<file path="config.mk">
export PLATFORM = sky130hd
export DESIGN_NAME = fft_frame_sequencer
export DESIGN_NICKNAME = d
export VERILOG_FILES = /design/src/rtl/fft_seq_pkg.sv /design/src/rtl/fft_bin_mag.sv /design/src/rtl/fft_frame_sequencer.sv
export SDC_FILE = /design/constraint.sdc
export NUM_CORES = 1
export LEC_CHECK = 0
export BUFFER_PORTS_ARGS = -buffer_cell sky130_fd_sc_hd__buf_2
export CAP_MARGIN = 20
export CORE_MARGIN = 2
export CORE_UTILIZATION = 54
export DETAILED_ROUTE_END_ITERATION = 6
export PLACE_DENSITY = 0.8
export SETUP_SLACK_MARGIN = 0.5
export SYNTH_ARGS = -nofsm -noshare
export SYNTH_HDL_FRONTEND = slang
export SYNTH_SLANG_ARGS = --single-unit
</file>
<file path="constraint.sdc">
create_clock -name i_clk -period 5.1 [get_ports i_clk]
set_input_delay 0.765 -clock i_clk [delete_from_list [all_inputs] [get_ports i_clk]]
set_output_delay 0.765 -clock i_clk [all_outputs]
set_load 0.1 [all_outputs]
</file>
<file path="src/rtl/fft_seq_pkg.sv">
// Shared types for the FFT frame sequencer. MAG_SQUARED_EN selects the
// squared-magnitude datapath (wider MAG_W) instead of the |re|+|im| estimate.
package fft_seq_pkg;

    typedef enum logic [2:0] {LOAD, START, WAIT, DRAIN, REPORT} state_t;

`ifdef MAG_SQUARED_EN
    localparam int MAG_W = 33;
`else
    localparam int MAG_W = 17;
`endif

    typedef struct packed {
        logic signed [15:0] re;
        logic signed [15:0] im;
    } complex_t;

    // -32768 has no positive twin in 16 bits, so it clamps to 32767
    function automatic logic [15:0] abs_sat(input logic signed [15:0] v);
        if (v == 16'sh8000)
            return 16'd32767;
        else if (v[15])
            return 16'(-v);
        else
            return 16'(v);
    endfunction

endpackage

</file>
<file path="src/rtl/fft_bin_mag.sv">
// Magnitude of one FFT bin. MAG_SQUARED_EN: re^2+im^2 with one register stage;
// otherwise a combinational |re|+|im| with saturated abs.
module fft_bin_mag
    import fft_seq_pkg::*;
#(
    parameter int ADDR_W = 9
) (
    input  logic              i_clk,
    input  logic              i_reset,
    input  logic              i_vld,
    input  logic [ADDR_W-1:0] i_bin,
    input  complex_t          i_x,
    output logic              o_vld,
    output logic [ADDR_W-1:0] o_bin,
    output logic [MAG_W-1:0]  o_mag
);

    logic signed [15:0] w_re;
    logic signed [15:0] w_im;
    assign w_re = i_x.re;
    assign w_im = i_x.im;

`ifdef MAG_SQUARED_EN
    logic signed [31:0] w_re2;
    logic signed [31:0] w_im2;
    logic               r_vld;
    logic [ADDR_W-1:0]  r_bin;
    logic [MAG_W-1:0]   r_mag;

    assign w_re2 = w_re * w_re;
    assign w_im2 = w_im * w_im;

    always_ff @(posedge i_clk or posedge i_reset) begin
        if (i_reset) begin
            r_vld <= 1'b0;
            r_bin <= '0;
            r_mag <= '0;
        end else begin
            r_vld <= i_vld;
            r_bin <= i_bin;
            r_mag <= MAG_W'($unsigned(w_re2)) + MAG_W'($unsigned(w_im2));
        end
    end

    assign o_vld = r_vld;
    assign o_bin = r_bin;
    assign o_mag = r_mag;
`else
    logic w_unused;
    assign w_unused = i_clk ^ i_reset;

    assign o_vld = i_vld;
    assign o_bin = i_bin;
    assign o_mag = MAG_W'(abs_sat(w_re)) + MAG_W'(abs_sat(w_im));
`endif

endmodule

</file>
<file path="src/rtl/fft_frame_sequencer.sv">
// Loads N samples into the FFT, starts it, drains the bins and reports the
// peak-magnitude bin. Magnitude flavour is chosen by MAG_SQUARED_EN.
module fft_frame_sequencer
    import fft_seq_pkg::*;
#(
    parameter int N       = 512,
    parameter int ADDR_W  = 9,
    parameter int MIN_BIN = 1
) (
    input  logic              i_clk,
    input  logic              i_reset,
    input  logic [15:0]       i_sample_in,
    input  logic              i_sample_valid,
    output logic              o_sample_ready,
    output logic              o_load,
    output logic [ADDR_W-1:0] o_load_address,
    output logic [31:0]       o_data_in,
    output logic              o_start,
    input  logic              i_done,
    input  logic [31:0]       i_data_out,
    output logic [ADDR_W-1:0] o_peak_bin,
    output logic [MAG_W-1:0]  o_peak_mag,
    output logic              o_result_valid
);

    localparam logic [ADDR_W-1:0] LAST    = ADDR_W'(N - 1);
    localparam logic [ADDR_W-1:0] BIN_MIN = ADDR_W'(MIN_BIN);
    localparam logic [ADDR_W-1:0] BIN_HI  = ADDR_W'(N / 2);

    state_t            r_state, w_next;
    logic              r_active;
    logic              r_drained;
    logic [ADDR_W-1:0] r_cnt;
    logic [ADDR_W-1:0] r_run_bin, r_peak_bin;
    logic [MAG_W-1:0]  r_run_mag, r_peak_mag;

    logic              w_xfer, w_take, w_in_load;
    logic              w_mag_vld, w_elig, w_first;
    logic [ADDR_W-1:0] w_mag_bin, w_base_bin, w_new_bin;
    logic [MAG_W-1:0]  w_mag, w_base_mag, w_new_mag;

    fft_bin_mag #(.ADDR_W(ADDR_W)) u_mag (
        .i_clk   (i_clk),
        .i_reset (i_reset),
        .i_vld   (w_take),
        .i_bin   (r_cnt),
        .i_x     (complex_t'(i_data_out)),
        .o_vld   (w_mag_vld),
        .o_bin   (w_mag_bin),
        .o_mag   (w_mag)
    );

    always_comb begin
        w_next = r_state;
        w_xfer = 1'b0;
        w_take = 1'b0;
        case (r_state)
            LOAD: begin
                if (r_active && i_sample_valid) begin
                    w_xfer = 1'b1;
                    if (r_cnt == LAST) w_next = START;
                end
            end
            START: w_next = WAIT;
            WAIT: begin
                if (i_done) begin
                    w_take = 1'b1;
                    w_next = DRAIN;
                end
            end
            DRAIN: begin
                if (!r_drained && i_done) w_take = 1'b1;
                // drained flag keeps a pipelined last bin from reading as an abort
                if (w_mag_vld && w_mag_bin == LAST) w_next = REPORT;
                else if (!r_drained && !i_done) w_next = LOAD;
            end
            REPORT: w_next = LOAD;
            default: w_next = LOAD;
        endcase
    end

    // bin 0 restarts the search so a stale running peak never leaks across frames
    assign w_first    = (w_mag_bin == '0);
    assign w_base_bin = w_first ? BIN_MIN : r_run_bin;
    assign w_base_mag = w_first ? '0 : r_run_mag;
    assign w_elig     = (w_mag_bin >= BIN_MIN) && (w_mag_bin < BIN_HI);
    assign w_new_bin  = (w_elig && w_mag > w_base_mag) ? w_mag_bin : w_base_bin;
    assign w_new_mag  = (w_elig && w_mag > w_base_mag) ? w_mag : w_base_mag;

    always_ff @(posedge i_clk or posedge i_reset) begin
        if (i_reset) begin
            r_state    <= LOAD;
            r_active   <= 1'b0;
            r_drained  <= 1'b0;
            r_cnt      <= '0;
            r_run_bin  <= '0;
            r_run_mag  <= '0;
            r_peak_bin <= '0;
            r_peak_mag <= '0;
        end else begin
            r_active  <= 1'b1;
            r_state   <= w_next;
            r_drained <= (w_next == DRAIN) ? (r_drained | (w_take && r_cnt == LAST)) : 1'b0;
            if (w_xfer || w_take)
                r_cnt <= r_cnt + 1'b1;
            else if (w_next == LOAD && r_state != LOAD)
                r_cnt <= '0;
            if (w_mag_vld) begin
                r_run_bin <= w_new_bin;
                r_run_mag <= w_new_mag;
            end
            if (r_state == DRAIN && w_next == REPORT) begin
                r_peak_bin <= w_new_bin;
                r_peak_mag <= w_new_mag;
            end
        end
    end

    assign w_in_load      = r_active && (r_state == LOAD);
    assign o_sample_ready = w_in_load;
    assign o_load         = w_in_load;
    assign o_load_address = w_in_load ? r_cnt : '0;
    assign o_data_in      = w_in_load ? {i_sample_in, 16'h0000} : 32'h0;
    assign o_start        = (r_state == START);
    assign o_result_valid = (r_state == REPORT);
    assign o_peak_bin     = r_peak_bin;
    assign o_peak_mag     = r_peak_mag;

endmodule

</file>
== Yosys cells after proc, flatten, opt, wreduce, memory -nomap -nowiden ==
Index checks and enable logic that the tools add are counted.
Operators by class
  equality and inequality tests: 9
  bitwise gates (word level): 1
  mux-type cells: 24
  order comparisons: 3
  reduce and logical (&&, ||, !) cells: 17
  add/sub/neg operators: 4
Operators with widths (count)
  $mux W16: 4
  $mux W9: 5
  $mux W17: 2
  $eq A16 B16 Y1 const B: 2
  $mux W32: 1
  $neg A16 Y16: 2
  $add A16 B16 Y17: 1
  $gt A17 B17 Y1: 1
  $mux W3: 5
  $pmux W3 S4: 1
  $add A9 B1 Y9 const B: 1
  $eq A3 B2 Y1 const B: 3
  $eq A9 B9 Y1 const B: 1
  $ge A9 B1 Y1 const B: 1
  $logic_and A1 B1 Y1: 9
  $logic_not A9 Y1: 1
  $lt A9 B9 Y1 const B: 1
  $eq A3 B3 Y1 const B: 2
  $logic_not A3 Y1: 2
  $mux W1: 5
  $eq A3 B1 Y1 const B: 1
  $reduce_bool A3 Y1: 1
  $logic_not A1 Y1: 2
  $pmux W1 S2: 1
  3 further kinds: 3
Word-level totals
  logic and storage cells: 66
  register bits after elaboration: 66
  input port bits: 52

== Longest topological paths before layout ==
Gate-level depths: netlist of run 1.
  word-level depth: 11
  mapped depth: 26
  mapped depth without buffers: 24

== Cells and area by module ==
A second synthesis of run 1 with hierarchy kept.
Unflattened totals
  cells, all modules: 568
  area, all modules: 5182.5 um2
By module, submodules not included
  fft_frame_sequencer: times used 1, area an instance 3542.1 um2, cells each 320
  fft_bin_mag: times used 1, area an instance 1640.3 um2, cells each 248

== Least setup slack after synthesis of run 1 ==
No wires, ideal clock.
  path type: input-to-reg
  from: input port i_data_out[5]
  to: register r_run_bin[1]
  path buffers: 4
  cell stages on the path: 23
  arrival: 5.564 ns
  library setup time: 0.121 ns
  slack: -0.585 ns
  path through: or4_1 -> or3_4 -> nor4_2 -> nand2_1 -> buf_2 -> nand2_1 -> ha_1 -> a21oi_1 -> o21ai_1 -> a21oi_1 -> o31ai_2 -> a211oi_1 -> xnor2_1 -> ha_1 -> a21oi_1 -> o21ai_0 -> a2111oi_0 -> a31oi_2 -> buf_6 -> nor2b_1 -> buf_6 -> buf_6 -> a22o_1
Between the ends
  cells in the longest elaborated chain, start to end: 7
  elaborated cells on any way between the ends: 8
RTL lines
  from (decl): line fft_frame_sequencer.sv:20  | input logic [31:0] i_data_out,
  $neg A16 Y16: line fft_seq_pkg.sv:23  | return 16'(-v);
  $mux W16: line fft_seq_pkg.sv:22  | else if (v[15])
  $mux W16 (*): line fft_seq_pkg.sv:20  | if (v == 16'sh8000)
  $add A16 B16 Y17 (*): line fft_bin_mag.sv:54  | assign o_mag = MAG_W'(abs_sat(w_re)) + MAG_W'(abs_sat(w_im));
  $gt A17 B17 Y1 (*): line fft_frame_sequencer.sv:87  | assign w_new_bin = (w_elig && w_mag > w_base_mag) ? w_mag_bin : w_base_bin;
  $logic_and A1 B1 Y1 (*): line fft_frame_sequencer.sv:87
  $mux W9 (*): line fft_frame_sequencer.sv:87
  to (signal assigned): line fft_frame_sequencer.sv:109  | r_run_bin <= w_new_bin;
  to (decl): line fft_frame_sequencer.sv:34  | logic [ADDR_W-1:0] r_run_bin, r_peak_bin;
Mark *: on every way between the ends. The rest lies on a longest branch, timed or not.
A chain may end at the register's enable or synchronous reset.

== Worst setup path in the final report of run 1 ==
  from: input port i_data_out[4]
  to: register r_run_mag[14]
Between the ends
  cells in the longest elaborated chain, start to end: 7
  elaborated cells on any way between the ends: 8
RTL lines
  $neg A16 Y16: line fft_seq_pkg.sv:23
  $mux W16: line fft_seq_pkg.sv:22
  $mux W16 (*): line fft_seq_pkg.sv:20
  $add A16 B16 Y17 (*): line fft_bin_mag.sv:54
  $gt A17 B17 Y1: line fft_frame_sequencer.sv:88  | assign w_new_mag = (w_elig && w_mag > w_base_mag) ? w_mag : w_base_mag;
  $logic_and A1 B1 Y1: line fft_frame_sequencer.sv:88
  $mux W17 (*): line fft_frame_sequencer.sv:88
  to (signal assigned): line fft_frame_sequencer.sv:110  | r_run_mag <= w_new_mag;
  to (decl): line fft_frame_sequencer.sv:35  | logic [MAG_W-1:0] r_run_mag, r_peak_mag;
Marked as above.

==> qor.yml, run 1 <==
rr_endpoint: "r_run_mag[14]"
cts_max_path_buffers: 2
synth_ff_type: "dfrtp_1"
numPortBuffers: 106
hold_class: "reg2reg"
r2r_start: "r_cnt[0]"
fillers: 588
grt_usage: 0.287
drv_slew: 0
violations: "setup timing"
wl_mm: 15.5
tightest_slew_ps: 1030
cts_inserted_buffers: 9
drv_cap: 0
synth-async-reset-ratio: 1.00
hold_slack_ps: 486
synth_cells: 616
clockRootBuffer: "clkbuf_8"
synth_most_common_cell: "nand2_1"
pwr-share-clk: 0.135
dieArea_sq_um: 10300
core_region_area_sq_um: 9240
rows: 35
area_delta_synth_final_pct: 40.6
grt_pass1_vias: 5238
internal-power_uw: 1990
grt_max_degree: 67
netlist.area_leader.share: 0.321
critPathArrivalTime_ps: 5690
wl_per_cell_microns: 16.1
fin_skew_ps: 7.83
hold-path-cell-count: 2
n_antenna_cell: 0
fp.dieW_microns: 102
yosys.area.top_type: "dfrtp_1"
critPathKind: "in2reg"
routabilityCongestion: 0.932
crit_fanout: 7
start_util: 0.557
htreeDepth: 3
fmax_mhz: 183
ctsHoldBuffers: 0
viasPerCell: 5.60
ys.warnings.count: 0
place_inst: 912
vias: 5375
fin_util: 0.784
cts.clk_slew.worst_paths_ps: 80
p_per_area_nw_per_um2: 511
postRouteAntennaNets: 0
reg2regPathDepth: 14
worstSetupStartpointType: "input pin"
fin_nets: 917
sequentialPowerShare: 0.190
synth-edff-count: 0
maxSlewHeadroom: 0.307
status: "finished with violations"
num_io_pins: 123
rsz0062_at_grt: "yes"
overflow: 0
hold_violations: 0
clk_latency_ps: 350
critPathCaptureType: "flop"
clkSinkCount: 66
period_share: 1.07
dpl.hpwl_mm: 10.6
synth.avg_cell_area_sq_um: 8.36
drive_above_1_share: 0.392
combPwrFrac: 0.674
post-route-drc-count: 0
endpoint: "r_run_mag[14]"
setup_viol: 52
ys_types: 63
cp.required_ps: 5330
synthTopCellsByArea: "dfrtp_1 (32%), ha_1 (9.5%), nand2_1 (7.4%)"
grt_pass1_wl_mm: 23.9
timing.final.ws_setup_ps: -355
post-route-min-period_ps: 5460
antenna_found_initial: 0
ys_seq_elements: 66
stdcell_count: 959
die_y_microns: 102
p_leak_uw: 0.00364
p_sw_uw: 1710
drt_iter0_drc: 232
cts_tree: "done"
crit_start: "i_data_out[4]"
yosysSeqAreaShare: 0.321
first_pass_iters: 6
vdd_drop_max_v: 0.000300
rrSetupSlack_ps: 1460
switching_share: 0.463
syn-cell-area_sq_um: 5150
synthTopCellsByCount: "nand2_1 (101), dfrtp_1 (66), a21oi_1 (42), ha_1 (39), o21ai_1 (35)"
sequential cells by signal, summed over array words and instances (netlist names):
| signal | count |
|---|---|
| o_peak_mag | 17 |
| r_run_mag | 17 |
| o_peak_bin | 9 |
| r_cnt | 9 |
| r_run_bin | 9 |
| r_state | 3 |
| r_active | 1 |
| r_drained | 1 |
worst min path at each step:
stage / startpoint / to
4_1_cts: o_peak_mag[1] / o_peak_mag[1]
3_5_place_dp: o_peak_mag[1] / o_peak_mag[1]
5_1_grt: o_peak_mag[2] / o_peak_mag[2]
2_1_floorplan: r_run_mag[0] / r_run_mag[0]
3_3_place_gp: o_peak_bin[8] / o_peak_bin[8]
6_report: o_peak_mag[3] / o_peak_mag[3]
routing by layer:
layer  share of wire  GRT usage  vias up
met5               0          0        -
li1                -          -     2554
met4           0.038      0.147        0
met1            0.38      0.313     2537
met2            0.53      0.537      224
met3           0.053     0.0414       60
power groups by stage:
stage | clock network (uW) | registers (uW) | logic, uW
global placement | 0 | 695 | 1770
finish | 502 | 705 | 2500
floorplan | 0 | 654 | 1420
global route | 525 | 714 | 2650
detailed placement | 0 | 696 | 1840
CTS | 495 | 693 | 2240
layout by cell type, fill, tap and decap left out, types with 6 or more instances in the layout:
cell / netlist / layout
clkbuf_8: 0 / 9
nor2b_1: 12 / 10
a21oi_2: 0 / 17
a31oi_1: 7 / 7
nand2_1: 101 / 96
and2_1: 29 / 27
ha_1: 39 / 33
buf_4: 17 / 113
dfrtp_1: 66 / 66
a21o_1: 6 / 6
conb_1: 2 / 17
buf_6: 6 / 15
o21ai_0: 12 / 10
inv_1: 13 / 12
buf_2: 6 / 105
a21oi_1: 42 / 23
o21ai_1: 35 / 36
xor2_1: 28 / 28
nand3_1: 8 / 7
xnor2_1: 9 / 9
nand2b_1: 6 / 6
nor2_1: 33 / 27
nor3_1: 14 / 9
a22o_1: 26 / 26
and3_1: 7 / 7
critical path: stages:
cell and delay, ps:
buf_6 90, or4_4 520, or3_4 420, nor4_4 180, nand2_2 130, buf_4 180
nand2_2 70, ha_4 210, a21oi_4 190, o21ai_2 110, a21oi_2 230, o31ai_4 90
buf_4 150, a211oi_2 190, xnor2_1 140, ha_1 360, buf_6 110, nand4_1 140
o211ai_1 200, o311ai_2 170, a31oi_4 290, nor2b_2 90, or2_4 300, buf_6 140
a22o_1 210
through the flow:
| step | instance area (sq um) | TNS, ps | total power, uW | setup slack (ps) |
|---|---|---|---|---|
| 2_1_floorplan | 5360 | -10050 | 2080 | -333 |
| 3_3_place_gp | 6450 | -25370 | 2460 | -557 |
| 3_5_place_dp | 6450 | -34270 | 2540 | -782 |
| 4_1_cts | 7020 | -9690 | 3430 | -258 |
| 5_1_grt | 7240 | -24740 | 3890 | -543 |
| 6_report | 7240 | -15130 | 3700 | -355 |
timing repair:
item | CTS | global route
resized for setup | 52 | 23
setup buffers | 15 | 13
pin swaps | 53 | 21
setup endpoints to repair | 52 | 52
cloned | 3 | 0
kinds of logic after synthesis:
logic type / count (synthesis) / synth area share
AO/OA/AOI/OAI: 165 / 0.211
AND/OR/NAND/NOR: 235 / 0.225
adder cells (fa/ha/maj): 40 / 0.0986
flip-flops: 66 / 0.321
multiplexers: 3 / 0.00607
other: 2 / 0.00146
buffers and inverters: 68 / 0.0743
XOR/XNOR: 37 / 0.0629
area by class of cell:
cell class | instances | area (sq um) | share of cell area
Sequential cell | 66 | 1650 | 0.228
Inverter | 14 | 52.6 | 0.00726
Tap cell | 129 | 161 | 0.0223
Clock inverter | 6 | 88.8 | 0.0123
Multi-Input combinational cell | 497 | 3540 | 0.489
Timing Repair Buffer | 237 | 1620 | 0.224
Clock buffer | 10 | 128 | 0.0176
Power figures use the tool's default switching activity.
==> run 2, diff against run 1 <==
--- a/config.mk
+++ b/config.mk
@@ -6,12 +6,13 @@
 export NUM_CORES = 1
 export LEC_CHECK = 0
 export BUFFER_PORTS_ARGS = -buffer_cell sky130_fd_sc_hd__buf_2
-export CAP_MARGIN = 20
 export CORE_MARGIN = 2
 export CORE_UTILIZATION = 54
 export DETAILED_ROUTE_END_ITERATION = 6
 export PLACE_DENSITY = 0.8
 export SETUP_SLACK_MARGIN = 0.5
+export SKIP_LAST_GASP = 1
 export SYNTH_ARGS = -nofsm -noshare
 export SYNTH_HDL_FRONTEND = slang
+export SYNTH_HIERARCHICAL = 1
 export SYNTH_SLANG_ARGS = --single-unit
==> qor.yml, run 2 <==
grt_usage: 0.264
ys_types: 72
violations: "setup timing"
htreeDepth: 3
cts_inserted_buffers: 9
clk_latency_ps: 340
dieArea_sq_um: 10400
crit_fanout: 8
numPortBuffers: 106
ys_seq_elements: 66
crit_start: "i_data_out[18]"
fmax_mhz: 196
critPathArrivalTime_ps: 5390
design_area_sq_um: 6600
timing.final.ws_setup_ps: -9.37
synth_cells: 568
drt_iter0_drc: 267
post-route-drc-count: 0
tightest_slew_ps: 1130
dpl.hpwl_mm: 10.1
antenna_found_initial: 0
min-delay-start: "o_peak_bin[2]"
fin_skew_ps: 6.45
hold_class: "reg2reg"
synthTopCellsByCount: "nand2_1 (69), dfrtp_1 (66), ha_1 (37), o21ai_0 (34), and3_1 (33)"
finalSetupTns_ps: -31.0
cts_tree: "done"
viasPerCell: 5.74
start_util: 0.558
r2r_start: "r_cnt[3]"
die_y_microns: 102
yosys.area.top_type: "dfrtp_1"
grt_pass1_wl_mm: 22.0
drive_above_1_share: 0.377
yosysSeqAreaShare: 0.319
syn-cell-area_sq_um: 5180
critPathCaptureType: "flop"
internal-power_uw: 1400
cp.required_ps: 5380
p_leak_uw: 0.00343
area_delta_synth_final_pct: 27.3
switching_share: 0.458
maxSlewHeadroom: 0.239
grt_pass1_vias: 4781
postRouteAntennaNets: 0
clockRootBuffer: "clkbuf_8"
vdd_drop_max_v: 0.000282
period_share: 1.00
first_pass_iters: 7
pwr-share-clk: 0.168
final_cell_mix: "buf_2 (105), buf_4 (77), nand2_1 (69)"
drv_slew: 0
ys.warnings.count: 6
sequentialPowerShare: 0.268
synth-edff-count: 0
synthTopCellsByArea: "dfrtp_1 (32%), ha_1 (8.9%), mux2_2 (5.9%)"
drv_cap: 0
rows: 35
p_per_area_nw_per_um2: 391
overflow: 0
hold_violations: 0
place_area_sq_um: 6270
rsz0062_at_grt: "yes"
wl_per_cell_microns: 15.5
synth.avg_cell_area_sq_um: 9.12
grt_max_degree: 67
p_sw_uw: 1180
clkSinkCount: 66
worstSetupStartpointType: "input pin"
fin_util: 0.711
fp.dieW_microns: 102
synth-async-reset-ratio: 1.00
setup_viol: 6
combPwrFrac: 0.564
synth_ff_type: "dfrtp_1"
post-route-min-period_ps: 5110
status: "finished with violations"
wl_mm: 13.4
n_antenna_cell: 0
vias: 4985
core_region_area_sq_um: 9280
cts.clk_slew.worst_paths_ps: 70
fin_nets: 826
cts_max_path_buffers: 2
synth_most_common_cell: "nand2_1"
layout_commonest_cell: "buf_2"
num_io_pins: 123
critPathKind: "in2reg"
netlist.area_leader.share: 0.319
routabilityCongestion: 0.940
==> run 2: cell types whose count changed in the layout (fill, tap and decap cells not counted), moves of 13 or more <==
cell	change
o21ai_1	-23
a22o_1	-24
and3_1	+26
xor2_1	-13
and2_1	-20
a21oi_2	-13
buf_4	-36
o21ai_0	+15
nand2_1	-27
mux2_2	+26
==> run 2: what timing repair did <==
item,CTS,global route
hold buffers,0,0
gates resized for setup,29,6
pin swaps,10,1
cloned,0,0
buffers inserted,3,0
endpoints found under the setup margin,26,26
==> run 2: worst max-delay path, stage by stage <==
cell and delay, ps:
buf_6 90, or3_4 370, or4_4 420, or4_4 440
a211oi_2 190, a31oi_1 60, ha_1 350, and2_4 170
a2111oi_4 290, nor3_2 110, a221oi_2 370, xnor2_1 190
ha_1 290, and4_4 190, a221oi_4 320, o31ai_4 130
buf_6 140, a21boi_4 200, buf_6 160, a32o_1 130
==> run 2: metrics by stage <==
step	power, uW	worst slack [ps]	hold slack [ps]	std cells
2_1_floorplan	1690	-252	453	583
3_3_place_gp	1970	-336	477	851
3_5_place_dp	2020	-464	491	851
4_1_cts	2540	117	506	869
5_1_grt	2750	-221	522	869
6_report	2580	-9.37	503	869
==> run 2: final cells by class <==
class,count,area [sq um]
Sequential cell,66,1650
Multi-Input combinational cell,453,3340
Timing Repair Buffer,190,1190
Clock buffer,11,141
Inverter,16,60.1
Tap cell,129,161
Fill cell,698,2690
Clock inverter,4,52.6
==> run 2: power by group through the flow <==
stage / Sequential, uW / Clock (uW) / Combinational (uW)
after floorplan: 649 / 0 / 1040
after global placement: 689 / 0 / 1280
after detailed placement: 696 / 0 / 1330
after CTS: 687 / 442 / 1410
after global routing: 701 / 466 / 1580
final: 691 / 433 / 1450
==> run 2: routing by layer <==
| metal | part of all wire | up-vias | global-route usage |
|---|---|---|---|
| met5 | 0 | - | 0 |
| met4 | 0.010 | 0 | 0.0697 |
| met3 | 0.043 | 17 | 0.0499 |
| met2 | 0.51 | 142 | 0.450 |
| met1 | 0.43 | 2431 | 0.345 |
| li1 | - | 2395 | - |
==> run 2: cells by family after synthesis <==
group | synth area share
other cells | 0.00145
mux | 0.0683
compound gates | 0.189
xor+xnor | 0.0456
simple gates | 0.211
buf+inv | 0.0734
flops | 0.319
fa+ha+maj | 0.0932
==> run 2: final timing paths <==
kind / endpoint / slack, ps / depth (start not counted)
worst min-delay path: o_peak_bin[2] / 500 / 1
worst max register to register: r_run_mag[15] / 1340 / 14
worst min register to register: o_peak_bin[2] / 500 / 1
min in group asynchronous: o_peak_bin[2] / 650 / 3
worst max-delay path: r_run_mag[15] / -9 / 20
max in group asynchronous: o_peak_mag[4] / 3920 / 3
==> run 3, diff against run 2 <==
--- a/config.mk
+++ b/config.mk
@@ -5,11 +5,11 @@
 export SDC_FILE = /design/constraint.sdc
 export NUM_CORES = 1
 export LEC_CHECK = 0
-export BUFFER_PORTS_ARGS = -buffer_cell sky130_fd_sc_hd__buf_2
 export CORE_MARGIN = 2
-export CORE_UTILIZATION = 54
+export CORE_UTILIZATION = 63
 export DETAILED_ROUTE_END_ITERATION = 6
-export PLACE_DENSITY = 0.8
+export DONT_BUFFER_PORTS = 1
+export PLACE_DENSITY = 0.79
 export SETUP_SLACK_MARGIN = 0.5
 export SKIP_LAST_GASP = 1
 export SYNTH_ARGS = -nofsm -noshare
==> qor.yml, run 3 (synthesized netlist as in run 2, its figures left out) <==
maxSlewHeadroom: 0.299
clockRootBuffer: "clkbuf_8"
wl_mm: 12.2
cts_max_path_buffers: 2
fmax_mhz: 200
grt_max_degree: 67
start_util: 0.640
worst_path_max_delay_cell: "or4_4"
antenna_found_initial: 0
place_area_sq_um: 5490
critPathKind: "in2reg"
critPathCaptureType: "flop"
rows: 33
hold-path-cell-count: 1
dpl.hpwl_mm: 8.98
dieArea_sq_um: 8970
tightest_slew_ps: 1050
vias: 4401
n_antenna_cell: 0
hold_class: "reg2reg"
overflow: 0
status: "finished clean"
die_y_microns: 94.7
crit_fanout: 9
fin_util: 0.726
drv_cap: 0
drt_iter0_drc: 282
post-place-ws_ps: -311
cts.clk_slew.worst_paths_ps: 80
post-route-min-period_ps: 4990
period_share: 0.978
clk_latency_ps: 350
drv_slew: 0
clkSinkCount: 66
grt_usage: 0.272
cp_cell_sequence: "or3_4 > or4_4 > or4_4 > a211oi_2 > a31oi_1 > ha_1 > and2_4 > a2111oi_4 > nor3_2 > a221oi_2 > xnor2_1 > ha_1 > and4_4 > a221oi_4 > o31ai_4 > and2_4 > buf_12 > a32o_1"
timing.final.ws_setup_ps: 110
wl_per_cell_microns: 17.3
numPortBuffers: 0
grt_pass1_vias: 4234
core_region_area_sq_um: 8090
post-route-drc-count: 0
final_cell_mix: "nand2_1 (69), dfrtp_1 (66), buf_4 (40)"
vdd_drop_max_v: 0.000281
grt_pass1_wl_mm: 19.5
layout_commonest_cell: "nand2_1"
postRouteAntennaNets: 0
p_leak_uw: 0.00281
fin_nets: 686
first_pass_iters: 5
worstSetupStartpointType: "input pin"
routabilityCongestion: 0.956
cp.required_ps: 5330
critPathArrivalTime_ps: 5220
htreeDepth: 3
cts_inserted_buffers: 9
design_area_sq_um: 5880
rsz0062_at_grt: "yes"
setup_viol: 0
max_stage_delay_ps: 440
reg2regPathDepth: 13
drive_above_1_share: 0.231
area_delta_synth_final_pct: 13.4
cts_tree: "done"
viasPerCell: 6.23
fp.dieW_microns: 94.7
fin_skew_ps: 14.0
hold_violations: 0
num_io_pins: 123
finalSetupTns_ps: 0
p_per_area_nw_per_um2: 447
run 3: power breakdown:
group | switching [uW] | internal, uW
Combinational | 841 | 544
Clock | 214 | 340
Sequential | 93.5 | 595
Total | 1150 | 1480
run 3: final timing paths:
check	endpoint	from	slack, ps
setup / recovery	r_run_mag[4]	i_data_out[18]	110
hold / removal	r_run_bin[8]	r_run_bin[8]	510
setup reg to reg	r_run_mag[4]	r_cnt[6]	1400
hold reg to reg	r_run_bin[8]	r_run_bin[8]	510
max in group asynchronous	o_peak_mag[4]	i_reset	4020
min in group asynchronous	o_peak_mag[9]	i_reset	520
run 3: through the flow:
step | hold WS [ps] | total power [uW] | cells
2_1_floorplan | 453 | 1690 | 583
3_3_place_gp | 470 | 1910 | 685
3_5_place_dp | 487 | 1960 | 685
4_1_cts | 508 | 2600 | 705
5_1_grt | 545 | 2790 | 706
6_report | 513 | 2630 | 706
run 3: per-layer routing:
layer	share of wire	vias up	routed length, microns	GRT usage
met5	0	-	0	0
met4	0.013	0	156	0.0592
met3	0.066	21	803	0.0591
met2	0.49	159	6020	0.446
met1	0.43	2111	5240	0.372
li1	-	2110	-	-
run 3: worst max-delay path: cells and delay by family:
| family | cells | cell delay (ps) |
|---|---|---|
| buffers and inverters | 1 | 140 |
| XOR/XNOR | 1 | 200 |
| adder cells (fa/ha/maj) | 2 | 630 |
| AO/OA/AOI/OAI | 7 | 1530 |
| AND/OR/NAND/NOR | 7 | 1910 |
run 3: cell type report:
type                       instances  area, sq um
sequential                        66         1650
fill                             605         2220
multi-input combinational        453         3310
tap                              105          131
inverter                          16         60.1
clock inverter                     6          113
timing repair buffer              50          469
clock buffer                      10          138
run 3: timing repair:
action,in CTS,in global routing
endpoints found under the hold margin,0,0
setup endpoints to repair,26,26
buffers inserted,2,1
hold buffers,0,0
pin swaps,15,3
cloned,2,0
resized for setup,20,9
